$ cat src/rtl/getin_pkg.sv
// getin_pkg: shared constants and types for the getin source FIFO.
//   GETIN_WIDTH  data word width (matches the processor getin port)
//   GETIN_DEPTH  buffer entries (power of two, >= 2)
package getin_pkg;
   localparam int GETIN_WIDTH = 16;
   localparam int GETIN_DEPTH = 4;

   typedef logic [GETIN_WIDTH-1:0] getin_word_t;
endpackage

$ cat src/rtl/getin_source_fifo_if.sv
// getin_source_fifo_if: bus between the external word source / processor
// and the getin source FIFO.
//   in_data/in_valid/in_ready   push side from the external source
//   getin/getin_valid/getin_ack pop side toward the processor
//   count                       words currently buffered
//   underflow                   sticky: ack seen while empty
// Modports: slave = the FIFO, master = the environment driving it.
interface getin_source_fifo_if
   import getin_pkg::*;
#(
   parameter int WIDTH = GETIN_WIDTH,
   parameter int DEPTH = GETIN_DEPTH
);
   localparam int AW = $clog2(DEPTH);

   logic [WIDTH-1:0] in_data;
   logic             in_valid;
   logic             in_ready;
   logic [WIDTH-1:0] getin;
   logic             getin_valid;
   logic             getin_ack;
   logic [AW:0]      count;
   logic             underflow;

   modport slave (
      input  in_data, in_valid, getin_ack,
      output in_ready, getin, getin_valid, count, underflow
   );

   modport master (
      output in_data, in_valid, getin_ack,
      input  in_ready, getin, getin_valid, count, underflow
   );
endinterface

$ cat src/rtl/getin_source_fifo.sv
// getin_source_fifo: first-word-fall-through buffer feeding the stack
// processor's getin port. Words pushed by an external source appear on
// getin one cycle later; the processor pops the head with a one-cycle ack.
// Ports:
//   CLK    system clock, rising edge
//   reset  synchronous, active-high; empties the buffer, clears underflow
//   bus    getin_source_fifo_if.slave (push side, pop side, count, underflow)
// Build option: GETIN_HOLD_LAST_EN - when defined, getin keeps showing the
// last consumed word while the buffer is empty (0 until the first pop);
// otherwise getin is 0 while empty.
module getin_source_fifo
   import getin_pkg::*;
#(
   parameter int WIDTH = GETIN_WIDTH,
   parameter int DEPTH = GETIN_DEPTH
) (
   input  logic                 CLK,
   input  logic                 reset,
   getin_source_fifo_if.slave   bus
);
   localparam int          AW   = $clog2(DEPTH);
   localparam logic [AW:0] FULL = (AW+1)'(DEPTH);

   logic [WIDTH-1:0] mem_q [DEPTH];
   logic [AW-1:0]    wr_ptr_q, wr_ptr_d;
   logic [AW-1:0]    rd_ptr_q, rd_ptr_d;
   logic [AW:0]      count_q, count_d;
   logic             underflow_q, underflow_d;
   logic             empty, push, pop;

   assign empty = (count_q == '0);

   // Readiness depends only on occupancy, so a pop in the same cycle as a
   // full buffer does not open a slot until the next cycle.
   assign bus.in_ready    = !reset && (count_q != FULL);
   assign bus.getin_valid = !empty;
   assign bus.count       = count_q;
   assign bus.underflow   = underflow_q;

   assign push = bus.in_valid && bus.in_ready;
   assign pop  = bus.getin_ack && !empty;

   // Pointers are AW bits wide and DEPTH is a power of two, so increments
   // wrap from DEPTH-1 to 0 on their own. Full/empty come from count only.
   always_comb begin
      wr_ptr_d    = wr_ptr_q;
      rd_ptr_d    = rd_ptr_q;
      count_d     = count_q;
      underflow_d = underflow_q;
      if (push) wr_ptr_d = wr_ptr_q + 1'b1;
      if (pop)  rd_ptr_d = rd_ptr_q + 1'b1;
      case ({push, pop})
         2'b10:   count_d = count_q + 1'b1;
         2'b01:   count_d = count_q - 1'b1;
         default: count_d = count_q;
      endcase
      if (bus.getin_ack && empty) underflow_d = 1'b1;
   end

   always_ff @(posedge CLK) begin
      if (reset) begin
         wr_ptr_q    <= '0;
         rd_ptr_q    <= '0;
         count_q     <= '0;
         underflow_q <= 1'b0;
      end else begin
         wr_ptr_q    <= wr_ptr_d;
         rd_ptr_q    <= rd_ptr_d;
         count_q     <= count_d;
         underflow_q <= underflow_d;
      end
   end

   // Storage is not cleared by reset; push is already gated by reset.
   always_ff @(posedge CLK) begin
      if (push) mem_q[wr_ptr_q] <= bus.in_data;
   end

`ifdef GETIN_HOLD_LAST_EN
   logic [WIDTH-1:0] last_q;

   always_ff @(posedge CLK) begin
      if (reset)    last_q <= '0;
      else if (pop) last_q <= mem_q[rd_ptr_q];
   end

   assign bus.getin = empty ? last_q : mem_q[rd_ptr_q];
`else
   assign bus.getin = empty ? '0 : mem_q[rd_ptr_q];
`endif

endmodule

$ cat src/flat_wrapper.sv
// flat-port wrapper written by rule: the top's interface ports become plain ports
module getin_source_fifo_flat import getin_pkg::*;
#(
   parameter int WIDTH = GETIN_WIDTH,
   parameter int DEPTH = GETIN_DEPTH
)
  (CLK, reset, bus_in_data, bus_in_valid, bus_getin_ack, bus_in_ready, bus_getin, bus_getin_valid, bus_count, bus_underflow);
  getin_source_fifo_if #(.WIDTH(WIDTH), .DEPTH(DEPTH)) bus_i ();
  input  logic CLK;
  input  logic reset;
  input wire logic [$bits(bus_i.in_data)-1:0] bus_in_data;
  input wire logic [$bits(bus_i.in_valid)-1:0] bus_in_valid;
  input wire logic [$bits(bus_i.getin_ack)-1:0] bus_getin_ack;
  output wire logic [$bits(bus_i.in_ready)-1:0] bus_in_ready;
  output wire logic [$bits(bus_i.getin)-1:0] bus_getin;
  output wire logic [$bits(bus_i.getin_valid)-1:0] bus_getin_valid;
  output wire logic [$bits(bus_i.count)-1:0] bus_count;
  output wire logic [$bits(bus_i.underflow)-1:0] bus_underflow;
  assign bus_i.in_data = bus_in_data;
  assign bus_i.in_valid = bus_in_valid;
  assign bus_i.getin_ack = bus_getin_ack;
  assign bus_in_ready = bus_i.in_ready;
  assign bus_getin = bus_i.getin;
  assign bus_getin_valid = bus_i.getin_valid;
  assign bus_count = bus_i.count;
  assign bus_underflow = bus_i.underflow;
  getin_source_fifo #(.WIDTH(WIDTH), .DEPTH(DEPTH)) u_core (.CLK(CLK), .reset(reset), .bus(bus_i));
endmodule
$ cat config.mk
export PLATFORM = sky130hd
export DESIGN_NAME = getin_source_fifo_flat
export DESIGN_NICKNAME = d
export VERILOG_FILES = /design/src/rtl/getin_pkg.sv /design/src/rtl/getin_source_fifo_if.sv /design/src/rtl/getin_source_fifo.sv /design/src/flat_wrapper.sv
export SDC_FILE = /design/constraint.sdc
export NUM_CORES = 1
export LEC_CHECK = 0
export BUFFER_PORTS_ARGS = -buffer_cell sky130_fd_sc_hd__buf_4
export CELL_PAD_IN_SITES_DETAIL_PLACEMENT = 1
export CELL_PAD_IN_SITES_GLOBAL_PLACEMENT = 2
export CORE_MARGIN = 3
export CORE_UTILIZATION = 47
export CTS_BUF_LIST = sky130_fd_sc_hd__clkbuf_8
export DETAILED_ROUTE_END_ITERATION = 10
export MAX_ROUTING_LAYER = met4
export PLACE_DENSITY = 0.91
export SYNTH_ARGS = -nofsm -noshare
export SYNTH_HDL_FRONTEND = slang
export SYNTH_SLANG_ARGS = --single-unit
$ cat constraint.sdc
create_clock -name CLK -period 3.2 [get_ports CLK]
set_input_delay 0.16 -clock CLK [delete_from_list [all_inputs] [get_ports CLK]]
set_output_delay 0.16 -clock CLK [all_outputs]
set_load 0.1 [all_outputs]
==> impl_metrics.json <==
{
  "worst-setup-path-type": "flop to flop",
  "status": "completed",
  "fin_skew_ns": 0.00495,
  "track_usage": 0.180,
  "dieWidth_um": 85.6,
  "path_cells": "nor3b_2 > nor3b_4 > inv_1 > ha_1 > inv_1 > fa_1 > xor2_1 > or3_1 > a21oi_1",
  "seq_area_frac_synth": 0.713,
  "min_period_ns": 2.31,
  "finalSetupViolations": 0,
  "crit_path_frequent_cell": "inv_1",
  "cts_tree": "done",
  "yosys-top-cells-area": "edfxtp_1 (65%), mux4_2 (12%), dfxtp_1 (6.7%)",
  "cts_max_level": 3,
  "cpPeakStageDelay_ns": 0.43,
  "synth_top_family_by_area": "multiplexers",
  "grt_max_degree": 21,
  "worstPathArrival_ns": 2.57,
  "avgSynthCellArea_um2": 18.8,
  "antenna_found_initial": 0,
  "worst_pin_slew_ns": 0.885,
  "firstDrtPassIters": 4,
  "drc": 0,
  "grt_overflow": 0,
  "fillers": 561,
  "setup_tns_ns": 0,
  "vias": 1514,
  "start_util": 0.494,
  "synth_edf_count": 64,
  "routabilityCongestion": 0.745,
  "synth_common_cells": "edfxtp_1 (64), mux4_2 (16), nor2b_1 (13)",
  "syn-num-nets": 184,
  "clock_path_buffers": 2,
  "hp-class": "input pin to flop",
  "final_hold_viol_count": 0,
  "cp_max_fo": 7,
  "finalMaxSlewViolations": 0,
  "worstSetupEndpointType": "flop",
  "synth-compound-area-share": 0.0126,
  "synthAdderAreaFrac": 0.0277,
  "synth.area.mux_share": 0.128,
  "drt-total-wl_um": 5740,
  "wl_per_cell_um": 20.0,
  "root_buffer": "clkbuf_8",
  "syn_inst": 158,
  "fin_crit_sh": 0.721,
  "max_freq_mhz": 433,
  "cts_setup_buffers": 0,
  "cts_made_buffers": 9,
  "fp.dieArea_um2": 7330,
  "grt_pass1_wl_um": 9180,
  "yosysWarnings": 0,
  "synth_top_area_cell": "edfxtp_1",
  "synth_area_um2": 2980,
  "cp.required_ns": 3.46,
  "areaGrowthSynthToFinish_pct": 20.9,
  "io_buffers": 41,
  "die_height_um": 85.6,
  "final_nets": 233,
  "synth_top_area_share": 0.645,
  "ys_types": 26,
  "slew_headroom": 0.410,
  "dp_hpwl_um": 3600,
  "rows": 28,
  "start_kind": "flop",
  "synth_xor_area_frac": 0.00882,
  "antennaDiodeCount": 0,
  "grt_pass1_vias": 1737,
  "synthFlopType": "edfxtp_1",
  "synth.most_common_cell": "edfxtp_1",
  "pin_count": 42,
  "drtAntennaViolNets": 0,
  "core_um2": 6030,
  "via_per_inst": 5.28,
  "clock-sinks": 74,
  "crit_slowest_cell": "dfxtp_1",
  "cts.clk_slew.worst_paths_ns": 0.07,
  "maxCapViolCount": 0,
  "ys_seq_elements": 74,
  "rsz0062_at_grt": "no",
  "synthArstFlopShare": 0,
  "clk_latency_ns": 0.34,
  "drtIter0Drc": 109,
  "drive_gt1_frac": 0.382,
  "synth-simple-area-share": 0.0794
}
stage by stage:
step,setup WS [ns],hold WS [ns],util,instance area [um2],cells
final,0.892,0.0201,0.597,3600,287
after global routing,0.739,0.00187,0.597,3600,287
after CTS,0.883,0.00113,0.597,3600,287
after detailed placement,0.912,0.365,0.554,3340,269
after global placement,1.12,0.359,0.554,3340,269
after floorplan,0.271,0.259,-,2980,158
registers in the layout, summed over array words and instances (netlist names), named ones only:
name	flops
u_core.rd_ptr_q	2
u_core.mem_q	64
u_core.bus.count	3
u_core.bus.underflow	1
u_core.wr_ptr_q	2
final timing paths:
path | start | end | slack [ns] | cells past startpoint
worst max-delay path | u_core.bus.count[2] | u_core.bus.count[2] | 0.89 | 9
worst min-delay path | bus_in_data[2] | u_core.mem_q[1][2] | 0.02 | 1
worst max register to register | u_core.bus.count[2] | u_core.bus.count[2] | 0.89 | 9
worst min register to register | u_core.bus.underflow | u_core.bus.underflow | 0.50 | 2
layer usage:
layer	track usage	wire, um	vias to the layer above	share of wire
met5	-	0	-	0
met1	0.196	2240	775	0.39
li1	-	-	693	-
met4	0.0806	78	0	0.014
met3	0.0413	223	8	0.039
met2	0.314	3200	38	0.56
worst max-delay path, delay by kind of cell, from the launching register on:
family / cells / cell delay, ns
and+or+nand+nor: 3 / 0.75
buffers and inverters: 2 / 0.15
adders and majority gates: 2 / 0.55
AOI/OAI and AO/OA: 1 / 0.19
DFF: 1 / 0.43
xor gates and xnor gates: 1 / 0.17
cells in the final DEF, fill, tap and decap left out, types with 4 or more instances in the layout:
cell      Yosys  layout
a21oi_1       4       4
and2_1        4       4
buf_4         0      43
clkbuf_8      0       9
dfxtp_1      10      10
edfxtp_1     64      64
ha_1          5       5
inv_1         8       8
mux4_2       16      16
nor2_1        8       8
nor2b_1      13      13
final cells by class:
| type | instances | area [um2] | share of cell area |
|---|---|---|---|
| Clock inverter | 7 | 118 | 0.0327 |
| Multi-Input combinational cell | 69 | 769 | 0.214 |
| Inverter | 8 | 30.0 | 0.00834 |
| Clock buffer | 9 | 124 | 0.0344 |
| Sequential cell | 74 | 2120 | 0.590 |
| Timing Repair Buffer | 45 | 343 | 0.0952 |
| Tap cell | 75 | 93.8 | 0.0261 |
cell families after synthesis:
| family | count (synthesis) |
|---|---|
| AO/OA/AOI/OAI | 7 |
| XOR/XNOR | 3 |
| adder cells (fa/ha/maj) | 6 |
| buffers and inverters | 15 |
| flip-flops | 74 |
| multiplexers | 18 |
| AND/OR/NAND/NOR | 35 |
what timing repair did:
action	4_1_cts	5_1_grt
endpoints found under the hold margin	8	0
hold buffers	2	0
resized for setup	0	0
Power is left out: the tool's default activity adds up to more than one toggle a clock period on the data nets, which glitch-free logic cannot reach.
